File: config.mk
export PLATFORM = sky130hd
export DESIGN_NAME = odd_even_sorter
export DESIGN_NICKNAME = d
export VERILOG_FILES = /design/src/rtl/sort_pkg.sv /design/src/rtl/sort_layer.sv /design/src/rtl/odd_even_sorter.sv
export SDC_FILE = /design/constraint.sdc
export NUM_CORES = 1
export LEC_CHECK = 0
export BUFFER_PORTS_ARGS = -buffer_cell sky130_fd_sc_hd__clkbuf_2
export CORE_MARGIN = 10
export CORE_UTILIZATION = 45
export DETAILED_ROUTE_END_ITERATION = 12
export HOLD_SLACK_MARGIN = 0.03
export PLACE_DENSITY = 0.68
export SYNTH_ARGS = -nofsm -noshare
export SYNTH_HDL_FRONTEND = slang
export SYNTH_HIERARCHICAL = 1
export SYNTH_SLANG_ARGS = --single-unit
File: constraint.sdc
create_clock -name clk -period 6.9 [get_ports clk]
set_clock_uncertainty 0.2 [all_clocks]
set_input_delay 0.69 -clock clk [delete_from_list [all_inputs] [get_ports clk]]
set_output_delay 0.69 -clock clk [all_outputs]
set_load 0.005 [all_outputs]
File: src/rtl/sort_pkg.sv
// Shared types and sizing helpers for the odd-even transposition sorter.
package sort_pkg;

  // Controller states: waiting for an array, applying layers, presenting result.
  typedef enum logic [1:0] {
    IDLE = 2'd0,
    SORT = 2'd1,
    DONE = 2'd2
  } state_e;

  // Worst-case number of two-phase layers needed to sort n elements.
  function automatic int passes_max(input int n);
    return (n + 1) / 2;
  endfunction

  // Width of a counter that must hold 0..passes_max(n).
  function automatic int cnt_width(input int n);
    return $clog2(passes_max(n) + 1);
  endfunction

endpackage

File: src/rtl/sort_layer.sv
// One odd-even transposition layer: phase A on pairs starting at element 0,
// then phase B on pairs starting at element 1. Purely combinational.
module sort_layer
  import sort_pkg::*;
#(
  parameter int DATAWIDTH   = 8,
  parameter int ARRAYLENGTH = 10,
  parameter int SIGNED      = 0
) (
  input  logic [DATAWIDTH*ARRAYLENGTH-1:0] in_data,
  input  logic                             desc,
  output logic [DATAWIDTH*ARRAYLENGTH-1:0] out_data,
  output logic                             swap_any
);

  // Swap when the pair is out of order for the requested direction; equal
  // elements never swap, so the sort is stable for identical keys.
  function automatic logic need_swap(input logic [DATAWIDTH-1:0] lo,
                                     input logic [DATAWIDTH-1:0] hi,
                                     input logic                 d);
    logic gt;
    logic lt;
    if (SIGNED != 0) begin
      gt = $signed(lo) > $signed(hi);
      lt = $signed(lo) < $signed(hi);
    end else begin
      gt = lo > hi;
      lt = lo < hi;
    end
    return d ? lt : gt;
  endfunction

  // Separate arrays per stage keep the phase-A -> phase-B chain acyclic.
  logic [DATAWIDTH-1:0]   st0 [ARRAYLENGTH];
  logic [DATAWIDTH-1:0]   st1 [ARRAYLENGTH];
  logic [DATAWIDTH-1:0]   st2 [ARRAYLENGTH];
  logic [ARRAYLENGTH-1:0] swp_a;
  logic [ARRAYLENGTH-1:0] swp_b;

  for (genvar i = 0; i < ARRAYLENGTH; i++) begin : g_io
    assign st0[i]                          = in_data[i*DATAWIDTH +: DATAWIDTH];
    assign out_data[i*DATAWIDTH +: DATAWIDTH] = st2[i];
  end

  // Phase A: element i is the low side of a pair when i is even and has a
  // right neighbour; odd elements are the high side; a trailing even element
  // (odd N) passes through.
  for (genvar i = 0; i < ARRAYLENGTH; i++) begin : g_phase_a
    if ((i % 2) == 0 && (i + 1) < ARRAYLENGTH) begin : g_lo
      assign swp_a[i] = need_swap(st0[i], st0[i+1], desc);
      assign st1[i]   = swp_a[i] ? st0[i+1] : st0[i];
    end else if ((i % 2) == 1) begin : g_hi
      assign swp_a[i] = 1'b0;
      assign st1[i]   = swp_a[i-1] ? st0[i-1] : st0[i];
    end else begin : g_pass
      assign swp_a[i] = 1'b0;
      assign st1[i]   = st0[i];
    end
  end

  // Phase B: pairs start at element 1; element 0 and, for even N, element N-1
  // pass through.
  for (genvar i = 0; i < ARRAYLENGTH; i++) begin : g_phase_b
    if ((i % 2) == 1 && (i + 1) < ARRAYLENGTH) begin : g_lo
      assign swp_b[i] = need_swap(st1[i], st1[i+1], desc);
      assign st2[i]   = swp_b[i] ? st1[i+1] : st1[i];
    end else if ((i % 2) == 0 && i >= 2) begin : g_hi
      assign swp_b[i] = 1'b0;
      assign st2[i]   = swp_b[i-1] ? st1[i-1] : st1[i];
    end else begin : g_pass
      assign swp_b[i] = 1'b0;
      assign st2[i]   = st1[i];
    end
  end

  assign swap_any = (|swp_a) | (|swp_b);

endmodule

File: src/rtl/odd_even_sorter.sv
// Odd-even transposition sorter with ready/valid on both sides. One layer per
// clock, early exit when a layer makes no swap, result held until accepted.
module odd_even_sorter
  import sort_pkg::*;
#(
  parameter int DATAWIDTH   = 8,
  parameter int ARRAYLENGTH = 10,
  parameter int SIGNED      = 0
) (
  input  logic                                 clk,
  input  logic                                 rst_n,
  input  logic [DATAWIDTH*ARRAYLENGTH-1:0]     in_data,
  input  logic                                 in_desc,
  input  logic                                 in_valid,
  output logic                                 in_ready,
  output logic [DATAWIDTH*ARRAYLENGTH-1:0]     out_data,
  output logic [cnt_width(ARRAYLENGTH)-1:0]    out_passes,
  output logic                                 out_valid,
  input  logic                                 out_ready
);

  localparam int AW = DATAWIDTH * ARRAYLENGTH;
  localparam int P  = passes_max(ARRAYLENGTH);
  localparam int CW = cnt_width(ARRAYLENGTH);

  state_e          state_q, state_d;
  logic [AW-1:0]   work_q, work_d;
  logic            desc_q, desc_d;
  logic [CW-1:0]   cnt_q, cnt_d;
  logic [AW-1:0]   out_data_q, out_data_d;
  logic [CW-1:0]   out_passes_q, out_passes_d;
  logic            out_valid_q, out_valid_d;

  logic [AW-1:0]   layer_out;
  logic            swap_any;

  sort_layer #(
    .DATAWIDTH  (DATAWIDTH),
    .ARRAYLENGTH(ARRAYLENGTH),
    .SIGNED     (SIGNED)
  ) u_layer (
    .in_data (work_q),
    .desc    (desc_q),
    .out_data(layer_out),
    .swap_any(swap_any)
  );

  // Next-state and datapath updates for the IDLE/SORT/DONE controller.
  always_comb begin
    // NOTE: every variable gets its hold value first so no path leaves one
    // unassigned, which would otherwise infer a latch.
    state_d      = state_q;
    work_d       = work_q;
    desc_d       = desc_q;
    cnt_d        = cnt_q;
    out_data_d   = out_data_q;
    out_passes_d = out_passes_q;
    out_valid_d  = out_valid_q;
    case (state_q)
      IDLE: begin
        if (in_valid) begin
          work_d  = in_data;
          desc_d  = in_desc;
          cnt_d   = '0;
          state_d = SORT;
        end
      end
      SORT: begin
        work_d = layer_out;
        cnt_d  = cnt_q + CW'(1);
        if (!swap_any || cnt_d == CW'(P)) begin
          out_data_d   = layer_out;
          out_passes_d = cnt_d;
          out_valid_d  = 1'b1;
          state_d      = DONE;
        end
      end
      DONE: begin
        if (out_ready) begin
          out_valid_d = 1'b0;
          state_d     = IDLE;
        end
      end
      default: state_d = IDLE;
    endcase
  end

  // Control and output registers; reset aborts any sort in progress.
  always_ff @(posedge clk or negedge rst_n) begin
    if (!rst_n) begin
      state_q      <= IDLE;
      cnt_q        <= '0;
      out_data_q   <= '0;
      out_passes_q <= '0;
      out_valid_q  <= 1'b0;
    end else begin
      // NOTE: non-blocking assignments so every flop samples pre-edge values.
      state_q      <= state_d;
      cnt_q        <= cnt_d;
      out_data_q   <= out_data_d;
      out_passes_q <= out_passes_d;
      out_valid_q  <= out_valid_d;
    end
  end

  // Working array and direction.
  // NOTE: no reset here; both are always loaded on acceptance before use.
  always_ff @(posedge clk) begin
    work_q <= work_d;
    desc_q <= desc_d;
  end

  assign in_ready   = (state_q == IDLE);
  assign out_data   = out_data_q;
  assign out_passes = out_passes_q;
  assign out_valid  = out_valid_q;

endmodule
---- Yosys cells after proc, flatten, opt, wreduce, memory -nomap -nowiden ----
Index checks and enable logic that the tools add are counted.
storage, ports and cells
  register bits after elaboration ......... 170
  input bits .............................. 85
  output and inout bits ................... 85
  logic and storage cells ................. 83
operators by class
  add/subtract/negate cells ............... 1
  order comparisons ....................... 18
  equality and inequality tests ........... 6
  mux-type cells .......................... 38
  bitwise gates (word level) .............. 1
  reductions and logical operators ........ 12
operators by type and width
  cell                                            number
  one-hot mux 80 bit (2 select lines)             1
  two-way mux 8 bit                               18
  two-way mux 80 bit                              1
  > comparator 8 bit                              9
  less-than comparator 8 bit                      9
  two-way mux 1 bit                               11
  two-way mux 2 bit                               3
  != test 2 bit (second input constant)           3
  one-hot mux 2 bit (3 select lines)              1
  one-hot mux 3 bit (2 select lines)              1
  AND reduction 2 bit                             3
  AND reduction 3 bit                             2
  OR reduction 5 bit                              1
  nonzero test 2 bit                              2
  OR reduction 4 bit                              1
  adder 3 x 1 -> 3 bit (second input constant)    1
  == test 3 bit (second input constant)           1
  two-way mux 3 bit                               1
  == test 2 x 1 -> 1 bit (second input constant)  1
  == test 2 bit (second input constant)           1
  logical NOT 2 bit                               1
  one-hot mux 1 bit (2 select lines)              1
  logical NOT 1 bit                               1
  logical OR 1 bit                                1
  bitwise OR 1 bit                                1

---- Logic depth before layout (Yosys ltp) ----
Gate-level depths: netlist of the first run.
  word-level depth ........................ 11
  depth in mapped cells ................... 24
  depth with buffers taken out ............ 20

---- Hierarchy ----
The synthesis of the first run kept the hierarchy.
by module, submodules not included
  module           instances  cells each  area an instance (sq um)  sequential area each (sq um)
  odd_even_sorter  1          551         6,845.3                   4,659.5
  sort_layer       1          443         3,483.3                   0.0

---- Worst setup path after synthesis of the first run ----
No wires, ideal clock.
  path type ............................... register to register
  from .................................... register work_q[17]
  to ...................................... register out_data_q[24] (netlist: out_data[24])
  setup time .............................. 127 ps
  arrival time ............................ 4,985 ps
  required time ........................... 6,573 ps
  setup slack ............................. 1,588 ps
  stages on the path, launching flop included .. 24
  path buffers ............................ 4
  clock period less this slack ............ 5,312 ps
  cells stage by stage .................... edfxtp_1 > ha_1 > nor2b_1 > o211ai_1 > a21oi_1 > nor3_1 > mux2_2 > buf_4 > buf_6 > mux2i_1 > inv_1 > ha_1 > nand3_1 > nor2_1 > a2111oi_0 > o31ai_1 > mux2i_4 > nor2b_1 > nand4_1 > or3b_1 > o31ai_2 > buf_6 > buf_6 > mux2_1
on the way
  longest elaborated chain between the ends .. 10
  elaborated cells on any way between the ends .. 18
  classes of those cells .................. order compare (6); mux (6); bitwise (1); reduce/logical (5)
ends and longest elaborated chain
  element                                                           RTL line                            RTL
  from (decl)                                                       odd_even_sorter.sv:27               logic [AW-1:0] work_q, work_d;
  from (signal assigned)                                            odd_even_sorter.sv:109              work_q <= work_d;
  > comparator 8 bit or less-than comparator 8 bit (tied branches)  sort_layer.sv:27, sort_layer.sv:28
  two-way mux 1 bit                                                 sort_layer.sv:30                    return d ? lt : gt;
  two-way mux 8 bit, on equally long branches                       sort_layer.sv:51, sort_layer.sv:54
  > comparator 8 bit or less-than comparator 8 bit (tied branches)  sort_layer.sv:27, sort_layer.sv:28
  two-way mux 1 bit                                                 sort_layer.sv:30
  OR reduction 4 bit                                                sort_layer.sv:76                    assign swap_any = (|swp_a) | (|swp_b);
  bitwise OR 1 bit *                                                sort_layer.sv:76
  named net swap_any                                                odd_even_sorter.sv:35               logic swap_any;
  logical NOT 1 bit *                                               odd_even_sorter.sv:71               if (!swap_any || cnt_d == CW'(P)) begin
  logical OR 1 bit *                                                odd_even_sorter.sv:71
  AND reduction 2 bit (no line) *                                   --
  to (signal assigned)                                              odd_even_sorter.sv:100              out_data_q <= out_data_d;
  to (decl)                                                         odd_even_sorter.sv:30               logic [AW-1:0] out_data_q, out_data_d;
The timed path passes the listed nets; every way through them passes the cells marked *.
A chain may end at the register's enable or synchronous reset.

---- Final worst setup path of the first run ----
  from .................................... register work_q[2]
  to ...................................... register out_data_q[79] (netlist: out_data[79])
on the way
  longest elaborated chain between the ends .. 10
  elaborated cells on any way between the ends .. 13
  classes of those cells .................. order compare (4); mux (3); bitwise (1); reduce/logical (5)
ends and longest elaborated chain
  element                                                           RTL line                            RTL
  > comparator 8 bit or less-than comparator 8 bit (tied branches)  sort_layer.sv:27, sort_layer.sv:28
  two-way mux 1 bit                                                 sort_layer.sv:30
  two-way mux 8 bit                                                 sort_layer.sv:54                    assign st1[i] = swp_a[i-1] ? st0[i-1] : st0[i];
  > comparator 8 bit or less-than comparator 8 bit (tied branches)  sort_layer.sv:27, sort_layer.sv:28
  two-way mux 1 bit                                                 sort_layer.sv:30
  OR reduction 4 bit                                                sort_layer.sv:76
  bitwise OR 1 bit *                                                sort_layer.sv:76
  named net swap_any                                                odd_even_sorter.sv:35
  logical NOT 1 bit *                                               odd_even_sorter.sv:71
  logical OR 1 bit *                                                odd_even_sorter.sv:71
  AND reduction 2 bit (no line) *                                   --
Marks and branches as above.

==> reports/summary.txt, run 1 <==
initial core utilization: 0.4562
clock tree buffer depth: 2
highest-delay cell along the critical path: buf_4
clock period minus final worst setup slack: 6086 ps
PortBufs: 169
Yosys cell types: 44
setup TNS: 0 ps
Critical Path End Type: register
Req. time, crit path: 7000 ps
synthesis warning total: 6
GRT Util Overall: 0.1820
RSZ-0062 raised after global routing: no
Die Area: 29410 µm²
Hold Fails Final Rpt: 0
Hold Path Class: register to register
DP HPWL: 19.74 mm
Main synth FF type: dfrtp_1
number of core rows: 55
register area share after synthesis: 0.4511
worst skew pair latency: 430 ps
max incr delay on CP: 520 ps
first drt pass iteration count: 5
Startpoint Class: register
Residual DRC: 0
max-cap violations: 0
final max-slew violation count: 0
most frequent cells in the layout: nand2_1, clkbuf_2, mux2i_1
flops & latches, synth: 170
Layout Nets: 1308
Max Clk Rate: 164.3 MHz
CTS tree: built
Reg clk slew, reported paths: 70 ps
H-Tree Depth: 4
Vert. Die Dim: 171.5 µm
Async S/R FF share, synth: 0.5235
Synth Cell Area: 10330 µm²
Syn Nets: 1153
CP Class: register to register
most common cell after layout, fill and taps aside: nand2_1
actual slew at the worst max-slew pin: 965.7 ps
share of post-route cells with drive strength above 1: 0.2160
vias: 7610
gp weighted congestion: 0.8784
DP Area: 11350 µm²
initial antenna violation count: 2
WL/cell: 18.14 µm
routed vias/inst: 5.252
post-CTS setup buffers: 0
Cells after Synth: 994
total CTS buffers: 17
I/O pin cnt: 170
pin count of the biggest net entering global routing: 84
Core Area: 22640 µm²
Critical Path AT: 6190 ps
Synth-to-Final Area Change: 16.16%
CP max FO: 43
outcome: finished, final reports clean
CP Cell Sequence: ha_1 -> a21o_1 -> a221o_1 -> a21oi_2 -> a31oi_1 -> mux2i_4 -> mux2i_1 -> inv_1 -> ha_1 -> a21oi_1 -> o21ai_0 -> o21a_1 -> a211o_1 -> o32a_1 -> a21oi_1 -> nand4_1 -> or3b_1 -> o31ai_4 -> buf_4 -> mux2_2
Routed Antenna Nets: 0
clk root buf: clkbuf_16
relative slew slack: 0.3548
first-pass GRT wire length: 42.48 mm
# setup viols final: 0
Synth Area per Inst: 10.39 µm²
final worst-path cycle share: 0.8820
Post-synth EDFFs: 81
cell area after layout: 12000 µm²
WL final: 26.29 mm
global route overflow: 0
Sinks on Clock Net: 170
initial DRC count: 521
vias in the first global route: 8090
die width: 171.5 µm
-- cells by family after synthesis --
group,synth area share
AO/OA/AOI/OAI,0.05064
XOR/XNOR,0.0008481
adder cells (fa/ha/maj),0.08964
buffers and inverters,0.05597
flip-flops,0.4511
multiplexers,0.2246
AND/OR/NAND/NOR,0.1272
-- through the flow --
| stage | setup slack [ps] | hold WS, ps | instances | util |
|---|---|---|---|---|
| after floorplan | 1588 | 194.4 | 994 | - |
| after global placement | 841.9 | 265.7 | 1414 | 0.5015 |
| after detailed placement | 839.8 | 273.5 | 1414 | 0.5015 |
| after CTS | 788.5 | 278.7 | 1447 | 0.5297 |
| after global routing | 428.3 | 280.2 | 1448 | 0.5298 |
| final | 814.1 | 282.4 | 1449 | 0.5299 |
-- metal layers --
layer | global-route usage | vias up | part of all wire | routed length, µm
met3 | 0.03873 | 27 | 0.052 | 1365
met4 | 0.05898 | 0 | 0.016 | 427
met1 | 0.2357 | 3666 | 0.47 | 12230
li1 | - | 3739 | - | -
met2 | 0.2965 | 178 | 0.47 | 12270
met5 | 0 | - | 0 | 0
-- registers in the layout, summed over array words and instances (netlist names) --
name	flops
work_q	80
state_q	2
out_passes	3
cnt_q	3
out_valid	1
out_data	80
desc_q	1
-- worst paths after layout --
check	startpoint	endpoint	slack [ps]	cells past startpoint
setup / recovery	work_q[2]	out_data[79]	810	20
hold / removal	out_data[27]	out_data[27]	280	1
setup reg to reg	work_q[2]	out_data[79]	810	20
hold reg to reg	out_data[27]	out_data[27]	280	1
max in group asynchronous	rst_n	out_data[40]	4790	3
min in group asynchronous	rst_n	out_data[4]	510	2
-- worst max-delay path, delay by kind of cell (launching register included) --
family | cells | cell delay (ps)
buffers and inverters | 2 | 600
AOI/OAI and AO/OA | 11 | 2210
adders and majority gates | 2 | 670
and+or+nand+nor | 2 | 580
muxes | 3 | 1240
DFF | 1 | 420
-- area by class of cell --
cell class / instances / area, µm²
Fill cell: 2082 / 10640
Multi-Input combinational cell: 699 / 5110
Sequential cell: 170 / 4659
Timing Repair Buffer: 180 / 933.4
Clock buffer: 18 / 439.2
Tap cell: 285 / 356.6
Inverter: 81 / 304.0
Clock inverter: 14 / 190.2
Antenna cell: 2 / 5.005
-- cell usage after synthesis, types with 8 or more instances --
| library cell | count | area share |
|---|---|---|
| nand2_1 | 263 | 0.096 |
| mux2i_1 | 128 | 0.12 |
| dfrtp_1 | 89 | 0.22 |
| edfxtp_1 | 81 | 0.24 |
| inv_1 | 81 | 0.029 |
| ha_1 | 74 | 0.090 |
| mux2_1 | 58 | 0.063 |
| mux2_2 | 29 | 0.032 |
| o21ai_0 | 26 | 0.013 |
| a21oi_1 | 22 | 0.011 |
| clkbuf_1 | 21 | 0.0076 |
| nand4_1 | 15 | 0.0091 |
| nor2_1 | 14 | 0.0051 |
| nor2b_1 | 11 | 0.0067 |
| buf_6 | 10 | 0.011 |
| a21o_1 | 8 | 0.0058 |
| o211ai_1 | 8 | 0.0058 |
-- repair_timing --
action | in CTS | in global routing
hold buffers | 1 | 0
setup endpoints to repair | 0 | 0
resized for setup | 0 | 0
endpoints found under the hold margin | 25 | 0
Power of run 1 is left out: the tool's default activity adds up to more than one toggle a clock period on the data nets, which glitch-free logic cannot reach.
==> run 2, diff against run 1 <==
Settings changed: CELL_PAD_IN_SITES_DETAIL_PLACEMENT set to 1, CELL_PAD_IN_SITES_GLOBAL_PLACEMENT set to 1, CORE_MARGIN 10 to 2, PLACE_DENSITY 0.68 to 0.83.
==> run 2 against run 1 <==
Sequential share of layout area grew 0.30 points; count of clock-buffer cells in the layout grew 1; register-to-register slack lost 160 ps; worst hold slack lost 210 ps; routed wire length grew 7.0%; cell area shrank 0.76%; fmax shrank 2.5%; via count grew 2.5%; first-iteration DRC count shrank 42%; critical path type unchanged.
==> reports/summary.txt, run 2 (synthesized netlist as in run 1, its figures left out) <==
Startpoint Class: register
pre-CTS setup slack: 725.4 ps (-114.4 ps)
first-pass GRT wire length: 44.85 mm (+5.6%)
max-cap violations: 0 (unchanged)
Core Area: 22570 µm² (-0.30%)
Req. time, crit path: 7000 ps (about the same)
WL final: 28.13 mm (+7.0%)
vias: 7797 (+2.5%)
Util after Layout: 0.5275 (-0.002431)
Ant. Diodes: 0 (-2)
setup TNS: 0 ps (unchanged)
CTS tree: built
clock tree buffer depth: 2 (unchanged)
CP max FO: 43 (unchanged)
GRT Util Overall: 0.2377 (+0.05567)
initial DRC count: 303 (-42%)
DR WL met3: 950 µm (-30%)
most common cell after layout, fill and taps aside: nand2_1
global route overflow: 0 (unchanged)
Critical Path End Type: register
Multi-input gate area: 5110 µm² (unchanged)
path depth of the worst reg2reg path: 20 (unchanged)
CTS resizes: 0 (unchanged)
M1 WL: 12.79 mm (+4.6%)
actual slew at the worst max-slew pin: 1085 ps (+119.7 ps)
CP Class: register to register
post-CTS setup buffers: 0 (unchanged)
Hold Path Class: input pin to asynchronous set/reset pin
routed vias/inst: 5.396 (+2.7%)
die width: 155.5 µm (-9.3%)
DP HPWL: 20.61 mm (+4.4%)
initial antenna violation count: 0 (-2)
PortBufs: 169 (unchanged)
Residual DRC: 0 (unchanged)
Max Clk Rate: 160.2 MHz (-2.5%)
share of post-route cells with drive strength above 1: 0.2147 (-0.001352)
outcome: finished, final reports clean
Die Area: 24180 µm² (-18%)
DP Area: 11350 µm² (about the same)
gp weighted congestion: 0.8416 (-4.2%)
hold_buf cts: 0 (-1)
clock period minus final worst setup slack: 6242 ps (+155.9 ps)
final max-slew violation count: 0 (unchanged)
I/O pin cnt: 170 (unchanged)
first drt pass iteration count: 4 (-1)
number of core rows: 55 (unchanged)
initial core utilization: 0.4576 (+0.001391)
worst skew pair latency: 430 ps (about the same)
total CTS buffers: 17 (unchanged)
# setup viols final: 0 (unchanged)
RSZ-0062 raised after global routing: no
Reg clk slew, reported paths: 70 ps (about the same)
Critical Path AT: 6340 ps (+150 ps)
final worst-path cycle share: 0.9046 (+0.02259)
fillers: 2562 (+23%)
pin count of the biggest net entering global routing: 84 (unchanged)
Routed Antenna Nets: 0 (unchanged)
DR top layer: met4
met2 routed WL: 13.84 mm (+13%)
Synth-to-Final Area Change: 15.28%
WL/cell: 19.47 µm (+7.3%)
cell area after layout: 11910 µm² (-0.76%)
vias in the first global route: 8389 (+3.7%)
most frequent cells in the layout: nand2_1, clkbuf_2, mux2i_1
Reg2Reg Setup Slack: 660 ps (-160 ps)
Hold Fails Final Rpt: 0 (unchanged)
Layout Nets: 1306 (-0.15%)
Vert. Die Dim: 155.5 µm (-9.3%)
Seq. cell area: 4659 µm² (unchanged)
relative slew slack: 0.2748 (-0.08000)
H-Tree Depth: 4 (unchanged)
Sinks on Clock Net: 170 (unchanged)
clk root buf: clkbuf_16
worst setup margin: 658.2 ps (-155.9 ps)
run 2: cell type report:
type | count | area share
multi-input cells | 699 | 0.4292
repair buffers | 178 | 0.07692
inverters | 81 | 0.02554
clock inverters | 13 | 0.009878
flip-flops and latches | 170 | 0.3913
well taps | 285 | 0.02995
clock buffers | 19 | 0.03720
run 2: final timing paths:
check | from | end
setup reg to reg | work_q[2] | out_data[39]
min in group clk | out_data[41] | out_data[41]
setup / recovery | work_q[2] | out_data[39]
max in group asynchronous | rst_n | out_data[49]
hold reg to reg | out_data[41] | out_data[41]
hold / removal | rst_n | out_data[7]
run 2: metrics by stage:
step,hold WS (ps),std cells
CTS,90.20,1445
global route,113.4,1445
finish,72.30,1445
detailed placement,276.1,1413
global placement,268.5,1413
floorplan,194.4,994
run 2: layer usage:
metal,up-vias,GRT usage
met5,-,0
met2,159,0.4109
li1,3722,-
met3,40,0.03398
met1,3876,0.3095
met4,0,0.07383
run 2: critical path, stage by stage (launching register included):
cell and delay [ps]:
edfxtp_1 440, ha_1 340, a21o_1 180, a221o_1 350
a21oi_2 270, a31oi_1 150, mux2i_4 640, mux2i_1 410
inv_1 80, ha_1 310, nor2b_1 130, o211ai_1 110
a21oi_1 190, o21ai_0 210, o32a_1 340, a21oi_1 110
nand4_1 130, or3b_1 450, o31ai_4 90, buf_4 520
mux2_1 410
Power of run 2 is left out for the same reason.
